## src/rtl/pc_sequencer_if.sv

```systemverilog
// ============================================================================
//  Module   : pc_sequencer_if
//  Purpose  : Bundles the decoded instruction requests, the asynchronous go
//             input and the sequencer status outputs into one interface.
//  Modports : master - instruction decoder / control side (drives requests)
//             slave  - pc_sequencer (drives PC and status)
//  Signals  : PCincr, PCrelbranch, PCabsbranch, Branchaddr[Psize-1:0],
//             wait_req, halt_req, go            (master -> slave)
//             PCout[Psize-1:0], waiting, halted, reg_we (slave -> master)
//  Revision : 1.0 - initial release
// ============================================================================
`default_nettype none

interface pc_sequencer_if #(
  parameter int Psize = 6
);
  logic             PCincr;
  logic             PCrelbranch;
  logic             PCabsbranch;
  logic [Psize-1:0] Branchaddr;
  logic             wait_req;
  logic             halt_req;
  logic             go;
  logic [Psize-1:0] PCout;
  logic             waiting;
  logic             halted;
  logic             reg_we;

  modport master (
    output PCincr, PCrelbranch, PCabsbranch, Branchaddr,
    output wait_req, halt_req, go,
    input  PCout, waiting, halted, reg_we
  );

  modport slave (
    input  PCincr, PCrelbranch, PCabsbranch, Branchaddr,
    input  wait_req, halt_req, go,
    output PCout, waiting, halted, reg_we
  );
endinterface

`default_nettype wire

```

## src/rtl/pc_sequencer.sv

```systemverilog
// ============================================================================
//  Module   : pc_sequencer
//  Purpose  : Program-counter sequencer with RUN / WAIT / HALT control.
//             RUN follows decoded requests (halt > wait > abs > rel > incr);
//             WAIT leaves on a synchronised rising edge of the go button;
//             HALT is absorbing until reset.
//  Ports    : clk    - system clock, rising-edge active
//             nReset - asynchronous active-low reset
//             bus    - pc_sequencer_if.slave (requests in, PC/status out)
//  Revision : 1.0 - initial release
// ============================================================================
`default_nettype none

module pc_sequencer #(
  parameter int Psize = 6
) (
  input  wire logic          clk,
  input  wire logic          nReset,
  pc_sequencer_if.slave      bus
);

  typedef enum logic [1:0] {
    S_RUN  = 2'd0,
    S_WAIT = 2'd1,
    S_HALT = 2'd2
  } state_t;

  localparam logic [Psize-1:0] C_ONE = Psize'(1);

  state_t           r_state;
  state_t           w_state_nxt;
  logic [Psize-1:0] r_pc;
  logic [Psize-1:0] w_pc_nxt;
  logic             r_go_s1;
  logic             r_go_s2;
  logic             r_go_s3;
  logic             w_go_edge;

  // go is asynchronous: two flops resolve metastability, the third holds the
  // previous synchronised value for edge detection. Runs in every state so a
  // level already high on WAIT entry never looks like a fresh edge.
  always_ff @(posedge clk or negedge nReset) begin
    if (!nReset) begin
      r_go_s1 <= 1'b0;
      r_go_s2 <= 1'b0;
      r_go_s3 <= 1'b0;
    end else begin
      r_go_s1 <= bus.go;
      r_go_s2 <= r_go_s1;
      r_go_s3 <= r_go_s2;
    end
  end

  assign w_go_edge = r_go_s2 & ~r_go_s3;

  always_ff @(posedge clk or negedge nReset) begin
    if (!nReset) begin
      r_state <= S_RUN;
      r_pc    <= '0;
    end else begin
      r_state <= w_state_nxt;
      r_pc    <= w_pc_nxt;
    end
  end

  always_comb begin
    w_state_nxt = r_state;
    w_pc_nxt    = r_pc;
    case (r_state)
      S_RUN: begin
        if (bus.halt_req) begin
          w_state_nxt = S_HALT;
        end else if (bus.wait_req) begin
          w_state_nxt = S_WAIT;
        end else if (bus.PCabsbranch) begin
          w_pc_nxt = bus.Branchaddr;
        end else if (bus.PCrelbranch) begin
          // Sign extension followed by truncation to Psize bits is the same
          // as a plain Psize-bit two's-complement add.
          w_pc_nxt = r_pc + bus.Branchaddr;
        end else if (bus.PCincr) begin
          w_pc_nxt = r_pc + C_ONE;
        end
      end
      S_WAIT: begin
        if (w_go_edge) begin
          w_pc_nxt    = r_pc + C_ONE;
          w_state_nxt = S_RUN;
        end
      end
      S_HALT: begin
        w_state_nxt = S_HALT;
      end
      default: begin
        w_state_nxt = S_RUN;
      end
    endcase
  end

  assign bus.PCout   = r_pc;
  assign bus.waiting = (r_state == S_WAIT);
  assign bus.halted  = (r_state == S_HALT);
  assign bus.reg_we  = (r_state == S_RUN) & ~bus.wait_req & ~bus.halt_req;

endmodule

`default_nettype wire

```

## src/flat_wrapper.sv

```systemverilog
// flat-port wrapper written by rule: the top's interface ports become plain ports
module pc_sequencer_flat 
#(
  parameter int Psize = 6
)
  (clk, nReset, bus_PCincr, bus_PCrelbranch, bus_PCabsbranch, bus_Branchaddr, bus_wait_req, bus_halt_req, bus_go, bus_PCout, bus_waiting, bus_halted, bus_reg_we);
  pc_sequencer_if #(.Psize(Psize)) bus_i ();
  input  wire logic clk;
  input  wire logic nReset;
  input wire logic [$bits(bus_i.PCincr)-1:0] bus_PCincr;
  input wire logic [$bits(bus_i.PCrelbranch)-1:0] bus_PCrelbranch;
  input wire logic [$bits(bus_i.PCabsbranch)-1:0] bus_PCabsbranch;
  input wire logic [$bits(bus_i.Branchaddr)-1:0] bus_Branchaddr;
  input wire logic [$bits(bus_i.wait_req)-1:0] bus_wait_req;
  input wire logic [$bits(bus_i.halt_req)-1:0] bus_halt_req;
  input wire logic [$bits(bus_i.go)-1:0] bus_go;
  output wire logic [$bits(bus_i.PCout)-1:0] bus_PCout;
  output wire logic [$bits(bus_i.waiting)-1:0] bus_waiting;
  output wire logic [$bits(bus_i.halted)-1:0] bus_halted;
  output wire logic [$bits(bus_i.reg_we)-1:0] bus_reg_we;
  assign bus_i.PCincr = bus_PCincr;
  assign bus_i.PCrelbranch = bus_PCrelbranch;
  assign bus_i.PCabsbranch = bus_PCabsbranch;
  assign bus_i.Branchaddr = bus_Branchaddr;
  assign bus_i.wait_req = bus_wait_req;
  assign bus_i.halt_req = bus_halt_req;
  assign bus_i.go = bus_go;
  assign bus_PCout = bus_i.PCout;
  assign bus_waiting = bus_i.waiting;
  assign bus_halted = bus_i.halted;
  assign bus_reg_we = bus_i.reg_we;
  pc_sequencer #(.Psize(Psize)) u_core (.clk(clk), .nReset(nReset), .bus(bus_i));
endmodule
```

## config.mk

```make
export PLATFORM = sky130hd
export DESIGN_NAME = pc_sequencer_flat
export DESIGN_NICKNAME = d
export VERILOG_FILES = /design/src/rtl/pc_sequencer_if.sv /design/src/rtl/pc_sequencer.sv /design/src/flat_wrapper.sv
export SDC_FILE = /design/constraint.sdc
export NUM_CORES = 1
export LEC_CHECK = 0
export BUFFER_PORTS_ARGS = -buffer_cell sky130_fd_sc_hd__buf_4
export CELL_PAD_IN_SITES_DETAIL_PLACEMENT = 1
export CELL_PAD_IN_SITES_GLOBAL_PLACEMENT = 1
export CORE_MARGIN = 1.5
export CORE_UTILIZATION = 41
export CTS_BUF_LIST = sky130_fd_sc_hd__clkbuf_8
export CTS_CLUSTER_DIAMETER = 50
export DETAILED_ROUTE_END_ITERATION = 10
export PLACE_DENSITY_LB_ADDON = 0.1
export SYNTH_ARGS = -nofsm -noshare
export SYNTH_HDL_FRONTEND = slang
export SYNTH_SLANG_ARGS = --single-unit
```

## constraint.sdc

```tcl
create_clock -name clk -period 2.4 [get_ports clk]
set_input_delay 0.12 -clock clk [delete_from_list [all_inputs] [get_ports clk]]
set_output_delay 0.12 -clock clk [all_outputs]
set_load 0.02 [all_outputs]
```

==> results.sh <==
export IMPL_grt_pass1_vias=926
export IMPL_place_gp_congestion=0.777
export IMPL_avgSynthCellArea_sq_um=9.48
export IMPL_hold_path_class="in -> reg"
export IMPL_n_fill_cell=243
export IMPL_cts_made_buffers=3
export IMPL_status="finished, final reports clean"
export IMPL_die_area_sq_mm=0.00251
export IMPL_setup_viol=0
export IMPL_numPortBuffers=22
export IMPL_relSlewSlack_pct=51.7
export IMPL_numClockSinks=11
export IMPL_post_route_min_period_ns=1.98
export IMPL_critical_path_arrival_ns=2.10
export IMPL_clkTransAtPathRegs_ns=0.05
export IMPL_synthXorXnorAreaFrac_pct=4.81
export IMPL_finalPower_mw=0.804
export IMPL_drtIter0Drc=19
export IMPL_grt_util_met2_pct=39.9
export IMPL_pwr_share_seq_pct=32.4
export IMPL_powerDensity_mw_per_mm2=707
export IMPL_num_vias=839
export IMPL_synthMuxAreaShare_pct=1.24
export IMPL_tritoncts="done"
export IMPL_num_antenna_cells=0
export IMPL_ys_seq_elements=11
export IMPL_hold_start="bus_PCabsbranch"
export IMPL_cp_startpoint="u_core.bus.PCout[0]$_DFFE_PN0P_"
export IMPL_power_frac_comb_pct=44.8
export IMPL_leakage_nw=0.532
export IMPL_use_met1_pct=27.2
export IMPL_cts_root_buf="clkbuf_8"
export IMPL_rows=16
export IMPL_skew_ns=0.00617
export IMPL_ant_nets=0
export IMPL_max_freq_mhz=504
export IMPL_synth_net_count=117
export IMPL_grtUsageTotal_pct=22.2
export IMPL_maxCapViolCount=0
export IMPL_ys_seq_area_share_pct=30.3
export IMPL_synth_cell_type_count=36
export IMPL_yosys_area_share_simple_pct=18.8
export IMPL_final_common_cell="buf_4"
export IMPL_hold_viol=0
export IMPL_startpoint_type="flip-flop"
export IMPL_drc_errors=0
export IMPL_r2r_start="u_core.bus.PCout[0]$_DFFE_PN0P_"
export IMPL_finalSetupTns_ns=0
export IMPL_busiest_layer="met2"
export IMPL_insertion_delay_ns=0.24
export IMPL_dr_pass1_iters=4
export IMPL_cts_buffer_depth=2
export IMPL_num_io_pins=23
export IMPL_fin_nets=143
export IMPL_initial_core_util_pct=45.0
export IMPL_setup_worst_path_end_class="flip-flop"
export IMPL_tightest_slew_ns=0.717
export IMPL_use_met3_pct=0.909
export IMPL_path_max_fanout=9
export IMPL_synth_top_family_by_area="compound AO/OA/AOI/OAI gates"
export IMPL_holdWs_ns=0.144
export IMPL_cp_required_ns=2.52
export IMPL_setup_worst_path_class="reg -> reg"
export IMPL_synth_area_sq_um=910
export IMPL_dp_hpwl_um=1800
export IMPL_synth_compound_area_share_pct=26.5
export IMPL_drive_above_1_share_pct=27.3
export IMPL_synth_adder_area_share_pct=10.5
export IMPL_period_share_pct=82.7
export IMPL_grt_first_pass_wirelength_um=4220
export IMPL_wl_um=2390
export IMPL_synth_warning_count=0
export IMPL_wire_per_inst_um=16.1
export IMPL_irDropWorstVdd_v=0.000499
export IMPL_antenna_found_initial=0
export IMPL_core_area_sq_mm=0.00202
export IMPL_die_h_um=50.1
export IMPL_internal_power_mw=0.496
export IMPL_power_frac_clock_pct=22.7
export IMPL_final_util_pct=56.2
export IMPL_htreeDepth=1
export IMPL_avgViaCountPerCell=5.67
export IMPL_die_x_um=50.1
export IMPL_rsz0062_at_grt="false"
export IMPL_grt_max_degree=13
export IMPL_gr_total_overflow=0
export IMPL_power_switching_mw=0.308
export IMPL_switching_share_pct=38.3
export IMPL_slew_viol_final=0
export IMPL_synth_cells=96
export IMPL_cts_setup_buffers=0
export IMPL_syn2layout_area_growth_pct=24.9
export IMPL_layout_common_cells="buf_4 (23), nor2_1 (12), dfrtp_1 (11)"
[path summary, 6_finish.rpt]
kind,end,slack (ns),cells after the start
max in group asynchronous,u_core.bus.PCout[0]$_DFFE_PN0P_,1.98,2
worst min-delay path,u_core.bus.PCout[5]$_DFFE_PN0P_,0.14,2
worst min register to register,u_core.r_go_s2$_DFF_PN0_,0.35,0
worst max register to register,u_core.bus.PCout[2]$_DFFE_PN0P_,0.42,8
worst max-delay path,u_core.bus.PCout[2]$_DFFE_PN0P_,0.42,8
min in group asynchronous,u_core.r_state[1]$_DFFE_PN0P_,0.26,2
[routing by layer]
| layer | wire (um) | vias up |
|---|---|---|
| met3 | 83 | 7 |
| met2 | 1210 | 23 |
| met4 | 51 | 0 |
| li1 | - | 400 |
| met5 | 0 | - |
| met1 | 1040 | 409 |
[layout make-up]
cell class | count | area (sq um) | area share, %
inverter | 7 | 26.3 | 2.31
tap | 27 | 33.8 | 2.97
timing repair buffer | 25 | 193 | 17.0
sequential | 11 | 275 | 24.2
clock buffer | 3 | 41.3 | 3.63
multi-input combinational | 74 | 563 | 49.6
clock inverter | 1 | 3.75 | 0.330
[cells by family after synthesis]
logic type | count (synthesis)
AOI/OAI and AO/OA | 31
xor gates and xnor gates | 5
adders and majority gates | 7
buffers and inverters | 11
DFF | 11
muxes | 1
and+or+nand+nor | 30
[timing repair]
| action | in CTS | in global routing |
|---|---|---|
| resized for setup | 0 | 0 |
| endpoints found under the setup margin | 0 | 0 |
| hold buffers | 2 | 0 |
| endpoints found under the hold margin | 12 | 0 |
[power by group through the flow]
stage | Sequential (mW) | Clock [mW] | Combinational (mW)
3_3_place_gp | 0.259 | 0 | 0.347
2_1_floorplan | 0.294 | 0 | 0.190
5_1_grt | 0.270 | 0.196 | 0.401
6_report | 0.261 | 0.183 | 0.360
4_1_cts | 0.260 | 0.187 | 0.362
3_5_place_dp | 0.264 | 0 | 0.356
[state kept, by name, indices dropped and copies added (netlist names)]
register and cells:
u_core.r_go_s3 1, u_core.r_state 2, u_core.r_go_s2 1, u_core.r_go_s1 1, u_core.bus.PCout 6
[critical path: stages (launching register included)]
cell and delay, ns:
dfrtp_1 0.49, ha_1 0.24, inv_1 0.06, fa_1 0.42
xor2_1 0.16, nand3_1 0.08, o21ai_0 0.12, a31oi_1 0.07
o22a_1 0.23
[through the flow]
stage	setup WS (ns)	cells	instance area [sq um]
5_1_grt	0.208	148	1140
6_report	0.415	148	1140
2_1_floorplan	0.593	96	910
3_3_place_gp	0.470	142	1070
3_5_place_dp	0.417	142	1070
4_1_cts	0.388	148	1140
[synthesized netlist by cell type, drive strengths merged]
master	count	area (sq um)
a2bb2oi	1	26.3
a21o	1	7.51
nand3	1	5.00
nor4	1	21.3
xnor2	1	8.76
o21a	1	7.51
o22a	2	17.5
o21ai	5	25.0
nor2	12	45.0
and2	1	6.26
a22oi	2	15.0
nand2b	2	15.0
o41ai	1	16.3
mux2	1	11.3
o22ai	1	6.26
nand2	5	18.8
o221ai	2	17.5
a21oi	5	28.8
a31oi	5	31.3
fa	1	20.0
ha	6	75.1
o31ai	1	7.51
o21bai	1	7.51
and3b	1	8.76
and3	1	6.26
a311o	1	10.0
a32oi	2	17.5
xor2	4	35.0
nor2b	4	25.0
and4	1	8.76
buf	4	45.0
inv	7	26.3
or3	1	11.3
dfrtp	11	275
(Power assumes the default switching activity.)
